$ cat src/rtl/sdram_arbiter.sv
// Serialises NPORTS requesters onto one SDRAM controller rd/we + ready handshake.
// Define SDRAM_ARB_RR_EN for round-robin selection; fixed priority (lowest index) otherwise.
module sdram_arbiter #(
  parameter int NPORTS = 3
) (
  input  logic                 clk,
  input  logic                 reset_n,
  input  logic [NPORTS-1:0]    p_req,
  input  logic [NPORTS-1:0]    p_we,
  input  logic [NPORTS*27-1:0] p_addr,
  input  logic [NPORTS*16-1:0] p_din,
  input  logic [NPORTS*2-1:0]  p_wtbt,
  output logic [NPORTS-1:0]    p_ack,
  output logic [15:0]          p_dout,
  output logic [26:0]          mem_addr,
  output logic [15:0]          mem_din,
  output logic [1:0]           mem_wtbt,
  output logic                 mem_rd,
  output logic                 mem_we,
  input  logic [15:0]          mem_dout,
  input  logic                 mem_ready
);

  localparam int IW = (NPORTS > 1) ? $clog2(NPORTS) : 1;

  typedef enum logic [2:0] {ST_IDLE, ST_ISSUE, ST_HOLD, ST_WAIT, ST_ACK} state_t;

  state_t              state_q;
  logic [IW-1:0]       grant_q;
  logic                we_q;
  logic [NPORTS-1:0]   p_ack_q;
  logic [15:0]         p_dout_q;
  logic [26:0]         mem_addr_q;
  logic [15:0]         mem_din_q;
  logic [1:0]          mem_wtbt_q;
  logic                mem_rd_q;
  logic                mem_we_q;

  logic [IW-1:0]       grant_d;
  logic                grant_vld_d;
  logic [NPORTS-1:0]   grant_oh;

  logic [26:0] addr_a [NPORTS];
  logic [15:0] din_a  [NPORTS];
  logic [1:0]  wtbt_a [NPORTS];

  for (genvar g = 0; g < NPORTS; g++) begin : g_unpack
    assign addr_a[g] = p_addr[g*27 +: 27];
    assign din_a[g]  = p_din[g*16 +: 16];
    assign wtbt_a[g] = p_wtbt[g*2 +: 2];
  end

`ifdef SDRAM_ARB_RR_EN
  logic [IW-1:0] ptr_q;
  logic [IW-1:0] ptr_d;
  logic [IW:0]   cand;

  // ptr_q holds the first port to consider; it moves to just past each winner.
  always_comb begin
    grant_d     = '0;
    grant_vld_d = 1'b0;
    cand        = '0;
    for (int i = 0; i < NPORTS; i++) begin
      cand = {1'b0, ptr_q} + (IW+1)'(i);
      if (cand >= (IW+1)'(NPORTS)) cand = cand - (IW+1)'(NPORTS);
      if (!grant_vld_d && p_req[cand[IW-1:0]]) begin
        grant_vld_d = 1'b1;
        grant_d     = cand[IW-1:0];
      end
    end
  end

  assign ptr_d = (grant_d == IW'(NPORTS-1)) ? '0 : grant_d + 1'b1;
`else
  always_comb begin
    grant_d     = '0;
    grant_vld_d = 1'b0;
    for (int i = NPORTS-1; i >= 0; i--) begin
      if (p_req[i]) begin
        grant_vld_d = 1'b1;
        grant_d     = IW'(i);
      end
    end
  end
`endif

  assign grant_oh = {{(NPORTS-1){1'b0}}, 1'b1} << grant_q;

  always_ff @(posedge clk or negedge reset_n) begin
    if (!reset_n) begin
      state_q    <= ST_IDLE;
      grant_q    <= '0;
      we_q       <= 1'b0;
      p_ack_q    <= '0;
      p_dout_q   <= '0;
      mem_addr_q <= '0;
      mem_din_q  <= '0;
      mem_wtbt_q <= '0;
      mem_rd_q   <= 1'b0;
      mem_we_q   <= 1'b0;
`ifdef SDRAM_ARB_RR_EN
      ptr_q      <= '0;
`endif
    end else begin
      case (state_q)
        ST_IDLE: begin
          if (mem_ready && grant_vld_d) begin
            grant_q    <= grant_d;
            we_q       <= p_we[grant_d];
            mem_addr_q <= addr_a[grant_d];
            mem_din_q  <= din_a[grant_d];
            mem_wtbt_q <= wtbt_a[grant_d];
            mem_rd_q   <= ~p_we[grant_d];
            mem_we_q   <= p_we[grant_d];
`ifdef SDRAM_ARB_RR_EN
            ptr_q      <= ptr_d;
`endif
            state_q    <= ST_ISSUE;
          end
        end
        ST_ISSUE: begin
          mem_rd_q <= 1'b0;
          mem_we_q <= 1'b0;
          state_q  <= ST_HOLD;
        end
        // Controller's ready drop is registered, so ready seen here is stale.
        ST_HOLD: state_q <= ST_WAIT;
        ST_WAIT: begin
          if (mem_ready) begin
            if (!we_q) p_dout_q <= mem_dout;
            p_ack_q <= grant_oh;
            state_q <= ST_ACK;
          end
        end
        ST_ACK: begin
          p_ack_q <= '0;
          state_q <= ST_IDLE;
        end
        default: state_q <= ST_IDLE;
      endcase
    end
  end

  assign p_ack    = p_ack_q;
  assign p_dout   = p_dout_q;
  assign mem_addr = mem_addr_q;
  assign mem_din  = mem_din_q;
  assign mem_wtbt = mem_wtbt_q;
  assign mem_rd   = mem_rd_q;
  assign mem_we   = mem_we_q;

endmodule
$ cat config.mk
export PLATFORM = sky130hd
export DESIGN_NAME = sdram_arbiter
export DESIGN_NICKNAME = d
export VERILOG_FILES = /design/src/rtl/sdram_arbiter.sv
export SDC_FILE = /design/constraint.sdc
export NUM_CORES = 1
export LEC_CHECK = 0
export ABC_AREA = 1
export CORE_MARGIN = 1.5
export CORE_UTILIZATION = 35
export CTS_CLUSTER_DIAMETER = 50
export DETAILED_ROUTE_END_ITERATION = 8
export PLACE_DENSITY = 0.78
export REMOVE_ABC_BUFFERS = 1
export SYNTH_ARGS = -nofsm -noshare
export SYNTH_HDL_FRONTEND = slang
export SYNTH_SLANG_ARGS = --single-unit
export TNS_END_PERCENT = 100
$ cat constraint.sdc
create_clock -name clk -period 1.3 [get_ports clk]
set_clock_uncertainty 0.05 [all_clocks]
set_input_delay 0.26 -clock clk [delete_from_list [all_inputs] [get_ports clk]]
set_output_delay 0.26 -clock clk [all_outputs]
set_load 0.005 [all_outputs]
==> key figures <==
Floorplanning
  • # rows: 38
  • Die height: 108.8 um
  • Die area: 11830 um^2
  • Area of the core: 10890 um^2
  • Starting density of the core: 0.3597
  • IO Pins: 226
  • Die width: 108.8 um

Critical path
  • Worst Path Required: 1.47 ns
  • Cell repeated most along the worst path: nand2_1
  • CP max stage cell: dfrtp_1
  • WP buf/inv: 2
  • Crit-path cells: inv_1 > nand3_4 > nor2_4 > buf_12 > nand2_2 > nand2_1 > nand2_1
  • Worst reg-to-reg path cell count: 7
  • CP endpoint kind: register
  • Worst Path Max Fanout: 8
  • Worst reg2reg setup slack: -0.08 ns
  • Worst flop-to-flop path startpoint: state_q[2]$_DFFE_PN0P_
  • CP peak stage delay: 0.41 ns
  • Crit path DAT: 1.56 ns
  • Startpoint Class: register
  • RR Endpoint: p_dout[11]$_DFFE_PN0P_
  • Crit Path Class: reg -> reg
  • CP delay by family, top: simple AND/OR/NAND/NOR gates

Yosys
  • Ranking of synthesized cells by area: dfrtp_1 46%, nand2_1 22%, nand3_1 15%
  • Ys async rst share: 1.000
  • Syn Inst Count: 528
  • Sequential share of the synthesized area: 0.4601
  • YS warnings: 0
  • Most frequent cell after synthesis: nand2_1
  • Syn_area_per_cell: 7.417 um^2
  • #FFs+latches synth: 72
  • Number of synthesized flops with an enable pin: 0
  • Unique masters post-synth: 20
  • Yosys top cell area share: 0.4601
  • Area of the mapped netlist: 3916 um^2
  • Synth cell count leaders: 226 x nand2_1, 117 x nand3_1, 72 x dfrtp_1, 30 x or2_0, 17 x buf_2
  • Cell taking the most area after synthesis: dfrtp_1
  • Synth Flop Type: dfrtp_1

Power
  • Overall power: 10.96 mW
  • VDD IR max: 0.9080 mV
  • Leakage: 3.367 nW
  • Power density cells: 1559 nW/um^2

Timing
  • Min Tclk post-route: 1.385 ns
  • Setup_tns: -3.120 ns
  • Worst setup margin: -0.08484 ns
  • Setup violators final: 69
  • RSZ-0062 raised after global routing: true
  • Part of the cycle the worst path needs: 1.065
  • Final Max Tran Viols: 0
  • Worst hold slack: 0.4236 ns
  • Max Fclk: 0.7221 GHz
  • Slew headroom: 0.7405
  • Worst-Margin Slew: 0.3892 ns
  • Final hold vios: 0

Route
  • Post-DR vias/cell: 4.855
  • DRT Pass-1 Iters: 4
  • Routed wire length: 13.68 mm
  • Via count: 4486
  • Antenna viol nets, final: 0
  • DRT iter0 DRCs: 256
  • DRC violations left: 0
  • Routed length per instance: 14.80 um

Cells and area
  • Share of layout cells above drive strength 1: 0.1811
  • Fillers: 908
  • Syn-to-layout area delta: 79.49%
  • Post-route design area: 7029 um^2
  • Seq. cell area: 1802 um^2
  • # diodes: 0
  • Post-layout util: 0.6456
  • Multi-input gate area: 2029 um^2
  • Layout Nets: 939
  • Finished Layout Cells: 924

Placement
  • Final Wtd Congestion: 0.8416
  • Number of buffers added on ports: 225
  • Detailed placer's ending HPWL: 9.290 mm
  • Inst Count DP: 880
  • Placement Setup Slack: -0.5047 ns
  • Placement-stage cell area: 6374 um^2

Worst hold path
  • Min-delay worst type: reg -> reg
  • Min-Delay Startpoint: mem_din[15]$_DFFE_PN0P_
  • Hold endpoint: mem_din[15]$_DFFE_PN0P_
  • Hold Path Cell Cnt: 2

Clocking
  • CTS H-tree lvls: 3
  • Root buf cell: clkbuf_8
  • Clock transition at path regs: 0.07 ns
  • Clk_lat worst skew: 0.33 ns
  • CTS Sinks: 72
  • Clock Tree Buf Depth: 2
  • Inserted Clock Buffers: 9
  • TritonCTS clock tree: built

Global routing
  • First-pass GRT wire length: 20.63 mm
  • Total track usage: 0.2235
  • Met2 Use GR: 0.3994
  • Vias in the first global route: 4465
  • GRT met1 Usage: 0.2490
  • Grt ovf: 0
  • Initial antenna violation count: 0
  • Gr busiest metal: met2
  • Largest net degree at the start of global routing: 73
  • Grt met3 use: 0.05499

Status
  • Violated checks: negative setup slack
  • Outcome: finished, violations left

Job
  • Max Cap Violations: 0
report_power, final:
group	internal [mW]	switching (mW)
clock network	1.12	0.823
logic	2.79	2.40
registers	3.26	0.574
cell families after synthesis:
family,after synthesis,synth area share
AND/OR/NAND/NOR,398,0.4543
flip-flops,72,0.4601
buffers and inverters,49,0.07348
AO/OA/AOI/OAI,9,0.01214
what timing repair did:
item                                    in CTS  in global routing
pin swaps                                   18                 45
gates resized for setup                    149                 56
buffers inserted                            18                  4
endpoints found under the hold margin       72                  0
hold buffers                                 1                  0
cloned                                       3                  4
endpoints found under the setup margin     132                 93
layer usage:
| layer | routed length [um] | share of wire | vias up |
|---|---|---|---|
| li1 | - | - | 2181 |
| met1 | 5339 | 0.39 | 2088 |
| met2 | 7014 | 0.51 | 193 |
| met3 | 982 | 0.072 | 24 |
| met4 | 340 | 0.025 | 0 |
| met5 | 0 | 0 | - |
cell type report:
cell class / instances / area share
clock buffer: 10 / 0.01958
timing repair buffer: 272 / 0.3902
inverter: 16 / 0.008544
multi-input combinational: 408 / 0.2887
tap: 140 / 0.02492
clock inverter: 6 / 0.01175
sequential: 72 / 0.2563
worst register-to-register path, delay by kind of cell (launching register included):
kind,cells,cell delay (ns)
buffers and inverters,2,0.27
flip-flops,1,0.41
AND/OR/NAND/NOR,5,0.55
how the worst max path moves through the flow:
stage	from	to	slack, ns	depth (start not counted)
2_1_floorplan	p_req[1]	mem_addr[14]$_DFFE_PN0P_	-0.90	5
3_3_place_gp	p_req[1]	mem_addr[23]$_DFFE_PN0P_	-0.47	7
3_5_place_dp	p_req[1]	we_q$_DFFE_PN0P_	-0.50	8
4_1_cts	state_q[0]$_DFFE_PN0P_	mem_addr[5]$_DFFE_PN0P_	-0.08	8
5_1_grt	state_q[2]$_DFFE_PN0P_	mem_addr[16]$_DFFE_PN0P_	-0.14	7
6_report	state_q[2]$_DFFE_PN0P_	p_dout[11]$_DFFE_PN0P_	-0.08	7
state kept, by name (all words and copies together) (netlist names):
register	cells
mem_we	1
grant_q	2
mem_addr	27
we_q	1
mem_din	16
p_dout	16
mem_rd	1
state_q	3
mem_wtbt	2
p_ack	3
placed cells by master (no fill, tap or decap), types with 20 or more instances in the layout:
master,instances
nand3_2,27
nand2_1,219
nand3_1,89
clkbuf_2,20
clkdlybuf4s15_1,46
or2_0,30
dfrtp_1,72
clkdlybuf4s50_1,155
buf_4,28
(Power assumes the default switching activity.)
